**src/rtl/bcd_stopwatch_ctrl_if.sv**
```systemverilog
// Control/status bundle of the BCD stopwatch controller.
//
// Handshake semantics: there is no valid/ready pairing. start/stop/clear are
// level requests that the controller samples on every rising clock edge, and
// count/running/tick/ovf/state are registered outputs that are valid every
// cycle (tick and ovf are single-cycle event strobes).
//
// Signals:
//   start, stop, clear : control requests (master -> slave)
//   count              : packed BCD digits, digit 0 in count[3:0]
//   running            : high while the FSM is in RUN
//   tick               : one-cycle pulse when count has just stepped
//   ovf                : one-cycle pulse together with tick on wrap to zero
//   state              : FSM state, exposed for debug/observation
interface bcd_stopwatch_ctrl_if #(
  parameter int DIGITS = 4
);
  logic                  start;
  logic                  stop;
  logic                  clear;
  logic [4*DIGITS-1:0]   count;
  logic                  running;
  logic                  tick;
  logic                  ovf;
  logic [1:0]            state;

  // Control logic side: drives the requests, observes the status.
  modport master (
    output start, stop, clear,
    input  count, running, tick, ovf, state
  );

  // Stopwatch controller side.
  modport slave (
    input  start, stop, clear,
    output count, running, tick, ovf, state
  );
endinterface

```
**src/rtl/bcd_stopwatch_ctrl.sv**
```systemverilog
// Run/pause/clear controller for a cascaded BCD up-counter.
//
// A prescaler divides clk by DIV while in RUN; each time it wraps the digit
// chain steps by one with decade carry, wrapping from all-9s to all-0s.
//
// Ports:
//   clk    : system clock, rising edge
//   reset  : synchronous active-low reset
//   bus    : bcd_stopwatch_ctrl_if.slave (start/stop/clear in;
//            count/running/tick/ovf/state out, all registered)
//
// Parameters:
//   DIGITS : number of BCD digits (>= 1)
//   DIV    : clk cycles per count tick while running (>= 1)
module bcd_stopwatch_ctrl #(
  parameter int DIGITS = 4,
  parameter int DIV    = 10
) (
  input  logic                clk,
  input  logic                reset,
  bcd_stopwatch_ctrl_if.slave bus
);

  localparam logic [1:0] S_IDLE  = 2'd0;
  localparam logic [1:0] S_RUN   = 2'd1;
  localparam logic [1:0] S_PAUSE = 2'd2;

  localparam int            PW      = (DIV > 1) ? $clog2(DIV) : 1;
  localparam logic [PW-1:0] PRE_MAX = PW'(DIV - 1);
  localparam logic [PW-1:0] PRE_ONE = PW'(1);

  logic [1:0]          state;
  logic [PW-1:0]       pre;
  logic [4*DIGITS-1:0] count;
  logic                running;
  logic                tick;
  logic                ovf;

  // Incremented digit chain and wrap flag, used only on a tick edge.
  logic [4*DIGITS-1:0] count_inc;
  logic                wrap;

  // Ripple the carry from digit 0 upwards: a digit steps only while every
  // lower digit was 9. A carry out of the top digit means all digits were 9.
  always_comb begin
    logic carry;
    logic [3:0] d;
    count_inc = count;
    carry     = 1'b1;
    d         = 4'd0;
    for (int i = 0; i < DIGITS; i++) begin
      d = count[4*i +: 4];
      if (carry) begin
        if (d >= 4'd9) begin
          count_inc[4*i +: 4] = 4'd0;
        end else begin
          count_inc[4*i +: 4] = d + 4'd1;
          carry               = 1'b0;
        end
      end
    end
    wrap = carry;
  end

  always_ff @(posedge clk) begin
    if (!reset) begin
      state   <= S_IDLE;
      pre     <= '0;
      count   <= '0;
      running <= 1'b0;
      tick    <= 1'b0;
      ovf     <= 1'b0;
    end else begin
      // Event strobes are high only on the edge that performs a tick.
      tick <= 1'b0;
      ovf  <= 1'b0;
      if (bus.clear) begin
        state   <= S_IDLE;
        pre     <= '0;
        count   <= '0;
        running <= 1'b0;
      end else if (bus.stop) begin
        // Prescaler and count hold; IDLE ignores stop, PAUSE stays PAUSE.
        if (state != S_IDLE) begin
          state <= S_PAUSE;
        end
        running <= 1'b0;
      end else begin
        case (state)
          S_IDLE: begin
            if (bus.start) begin
              state   <= S_RUN;
              pre     <= '0;
              running <= 1'b1;
            end
          end
          S_PAUSE: begin
            // Resume keeps the held prescaler value; the resume edge itself
            // is not a RUN edge, so the prescaler does not advance here.
            if (bus.start) begin
              state   <= S_RUN;
              running <= 1'b1;
            end
          end
          S_RUN: begin
            if (pre == PRE_MAX) begin
              pre   <= '0;
              count <= count_inc;
              tick  <= 1'b1;
              ovf   <= wrap;
            end else begin
              pre <= pre + PRE_ONE;
            end
          end
          default: begin
            state   <= S_IDLE;
            pre     <= '0;
            count   <= '0;
            running <= 1'b0;
          end
        endcase
      end
    end
  end

  assign bus.count   = count;
  assign bus.running = running;
  assign bus.tick    = tick;
  assign bus.ovf     = ovf;
  assign bus.state   = state;

endmodule
```
**src/flat_wrapper.sv**
```systemverilog
// flat-port wrapper written by rule: the top's interface ports become plain ports
module bcd_stopwatch_ctrl_flat 
#(
  parameter int DIGITS = 4,
  parameter int DIV    = 10
)
  (clk, reset, bus_start, bus_stop, bus_clear, bus_count, bus_running, bus_tick, bus_ovf, bus_state);
  bcd_stopwatch_ctrl_if #(.DIGITS(DIGITS)) bus_i ();
  input  logic clk;
  input  logic reset;
  input wire logic [$bits(bus_i.start)-1:0] bus_start;
  input wire logic [$bits(bus_i.stop)-1:0] bus_stop;
  input wire logic [$bits(bus_i.clear)-1:0] bus_clear;
  output wire logic [$bits(bus_i.count)-1:0] bus_count;
  output wire logic [$bits(bus_i.running)-1:0] bus_running;
  output wire logic [$bits(bus_i.tick)-1:0] bus_tick;
  output wire logic [$bits(bus_i.ovf)-1:0] bus_ovf;
  output wire logic [$bits(bus_i.state)-1:0] bus_state;
  assign bus_i.start = bus_start;
  assign bus_i.stop = bus_stop;
  assign bus_i.clear = bus_clear;
  assign bus_count = bus_i.count;
  assign bus_running = bus_i.running;
  assign bus_tick = bus_i.tick;
  assign bus_ovf = bus_i.ovf;
  assign bus_state = bus_i.state;
  bcd_stopwatch_ctrl #(.DIGITS(DIGITS), .DIV(DIV)) u_core (.clk(clk), .reset(reset), .bus(bus_i));
endmodule
```
**config.mk**
```make
export PLATFORM = sky130hd
export DESIGN_NAME = bcd_stopwatch_ctrl_flat
export DESIGN_NICKNAME = d
export VERILOG_FILES = /design/src/rtl/bcd_stopwatch_ctrl_if.sv /design/src/rtl/bcd_stopwatch_ctrl.sv /design/src/flat_wrapper.sv
export SDC_FILE = /design/constraint.sdc
export NUM_CORES = 1
export LEC_CHECK = 0
export BUFFER_PORTS_ARGS = -buffer_cell sky130_fd_sc_hd__buf_4
export CAP_MARGIN = 10
export CORE_MARGIN = 5
export CORE_UTILIZATION = 54
export DETAILED_ROUTE_END_ITERATION = 10
export PLACE_DENSITY_LB_ADDON = 0.12
export SYNTH_ARGS = -nofsm -noshare
export SYNTH_HDL_FRONTEND = slang
export SYNTH_SLANG_ARGS = --single-unit
```
**constraint.sdc**
```tcl
create_clock -name clk -period 1.9 [get_ports clk]
set_input_delay 0.19 -clock clk [delete_from_list [all_inputs] [get_ports clk]]
set_output_delay 0.19 -clock clk [all_outputs]
set_load 0.01 [all_outputs]
```
==> metrics.cfg <==
[critical_path]
crit_buf_inv = 2
path_cells = inv_1 -> ha_1 -> nor3b_4 -> nor4_4 -> buf_4 -> a31oi_4 -> o31ai_2 -> a21oi_1
criticalPathCategory = flip-flop to flip-flop
crit_required_ps = 2110
critPathLaunchType = flip-flop
slowest_delay_ps = 350
arrival_ps = 2040
crit_family = compound AO/OA/AOI/OAI gates
cp-end-kind = flip-flop
cp_max_fo = 5
cp_slowest_cell = dfxtp_2

[pwr]
p_total_uw = 829
ir_drop_v = 0.000463
p_comb_share_pct = 6.3
power.leakage_uw = 0.000725
clock_power_share_pct = 29.7
p_per_area_mw_per_mm2 = 477
switching_power_uw = 203
seqPwrFrac_pct = 64.1
intPower_uw = 626
p_sw_share_pct = 24.4

[clocking]
cts_buffers = 3
path_clk_slew_ps = 150
cts_tree = done
insertion_delay_ps = 330
root_buffer = clkbuf_4
clock-sinks = 25
clock_path_buffers = 2
ctsHtreeMaxLevel = 1

[placed_design]
globalplace.congestion = 0.888
place_area_mm2 = 0.00165
numPortBuffers = 25
dp_hpwl_mm = 2.31

[timing]
slew_viol_final = 0
fin_crit_sh_pct = 96.4
min_period_ps = 1830
worst_pin_slew_ps = 598
fin_skew_ps = 16.8
hold_violations = 0
relSlewSlack_pct = 60.2
fmax_mhz = 546
setup_viol = 0

[finish]
final_common_cell = buf_4
final_area_mm2 = 0.00174
diodes = 0
num-nets-final = 205
syn2layout_area_growth_pct = 22.8
final_cell_mix = 29 x buf_4, 21 x dfxtp_1, 14 x inv_1, 14 x nor2_1, 14 x ha_1
drive_gt1_share_pct = 31.4

[grt]
grt_pass1_wl_mm = 5.03
overflow = 0
grt_pass1_vias = 1175
grt_use_total_pct = 17.3
grt_max_degree = 15
antenna_found_initial = 0

[route]
via_count = 1197
drc = 0
drt_wl_total_mm = 3.03
antenna_left = 0
drt_iter0_drc = 36
routed_via_density = 5.57
dr.pass1.iters = 4
wl_per_cell_um = 14.1

[yosys]
seq_area_frac_synth_pct = 35.4
ys.flop_type = dfxtp_1
yosys_warnings = 0
synth-seq-cells = 25
syn_area_mm2 = 0.00141
async_flop_share_pct = 0
syn_nets = 173
synth-edff-count = 0
synth.distinct_cells = 39
syn_inst = 154
synth_area_per_cell_um2 = 9.18

[die]
design.die.area_mm2 = 0.00374
fp.dieH_um = 61.2
start_util_pct = 56.6
rows = 18
ios = 26
die_x_um = 61.2
core_mm2 = 0.00250

[status]
status = complete, no violations

[hold_path]
hold_class = input port to flip-flop

[run]
cap_violations = 0

[routing by layer]
layer	routed length, um	share of wire [%]	GRT usage, %
met5	0	0	0
met4	14	0.46	4.33
met3	143	4.7	2.94
met2	1530	51	30.2
met1	1340	44	22.1
[power by group through the flow]
| stage | sequential, uW | clock (uW) | combinational [uW] |
|---|---|---|---|
| 3_5_place_dp | 542 | 0 | 51.1 |
| 6_report | 531 | 246 | 52.2 |
| 5_1_grt | 532 | 272 | 57.5 |
| 3_3_place_gp | 542 | 0 | 50.2 |
| 4_1_cts | 531 | 250 | 51.4 |
| 2_1_floorplan | 542 | 0 | 33.1 |
[final cells by class]
cell class | count | area (um^2)
repair buffers | 30 | 238
clock buffers | 3 | 22.5
fillers | 210 | 763
well taps | 30 | 37.5
inverters | 14 | 52.6
multi-input cells | 112 | 876
clock inverters | 1 | 5.00
flip-flops and latches | 25 | 505
[kinds of logic (layout without fill, tap and decap cells)]
family / Yosys count / count (layout) / synth area share [%]
AOI/OAI and AO/OA: 26 / 26 / 15.0
buffers and inverters: 17 / 48 / 5.13
and+or+nand+nor: 63 / 63 / 26.4
DFF: 25 / 25 / 35.4
adders and majority gates: 14 / 14 / 12.4
xor gates and xnor gates: 7 / 7 / 4.34
muxes: 2 / 2 / 1.42
[what timing repair did]
| action | 4_1_cts | 5_1_grt |
|---|---|---|
| setup endpoints to repair | 0 | 8 |
| hold buffers | 0 | 0 |
| resized for setup | 0 | 10 |
| setup buffers | 0 | 2 |
[flip-flops by register name, indices dropped and copies added, names as in the netlist]
signal / flops
u_core.bus.count: 16
u_core.pre: 4
u_core.bus.state: 2
u_core.bus.ovf: 1
u_core.bus.running: 1
u_core.bus.tick: 1
[synth_stat cells (2+ instances only)]
master    number  area [um^2]
nand2_1       12         45.0
nor3b_2        2         25.0
nand4_1        4         25.0
o21a_1         2         15.0
nand3_1        8         40.0
o21ai_0        4         20.0
nor2b_1        3         18.8
ha_1          14          175
xor2_1         3         26.3
dfxtp_1       25          500
a21oi_1        6         30.0
inv_1         14         52.6
nand2b_1       2         12.5
mux2i_1        2         20.0
o31ai_1        2         15.0
xnor2_1        4         35.0
nor3_2         4         40.0
nor2_1        14         52.6
a211oi_1       2         15.0
nor3_1         8         40.0
[worst paths after layout]
| kind | startpoint | endpoint | slack [ps] | cells after the start |
|---|---|---|---|---|
| min reg2reg | u_core.bus.count[15] | u_core.bus.ovf | 540 | 2 |
| max reg2reg | u_core.bus.count[5] | u_core.bus.count[14] | 70 | 8 |
| max | u_core.bus.count[5] | u_core.bus.count[14] | 70 | 8 |
| min | bus_stop | u_core.bus.state[0] | 110 | 2 |
[worst register-to-register path, cell delays in order (launching register included)]
cell and delay, ps:
dfxtp_2 350, inv_1 60, ha_1 180, nor3b_4 160, nor4_4 270, buf_4 190, a31oi_4 130, o31ai_2 270
a21oi_1 90
[through the flow]
stage | setup TNS, ps | setup slack (ps) | utilization, % | instances | hold WS (ps)
final | 0 | 68.6 | 69.5 | 215 | 114
after global routing | -11.9 | -8.90 | 69.5 | 215 | 115
after CTS | 0 | 18.2 | 67.3 | 213 | 108
after detailed placement | 0 | 47.6 | 66.2 | 209 | 471
after global placement | 0 | 127 | 66.2 | 209 | 461
after floorplan | 0 | 96.0 | - | 154 | 370
(Power assumes the default switching activity.)
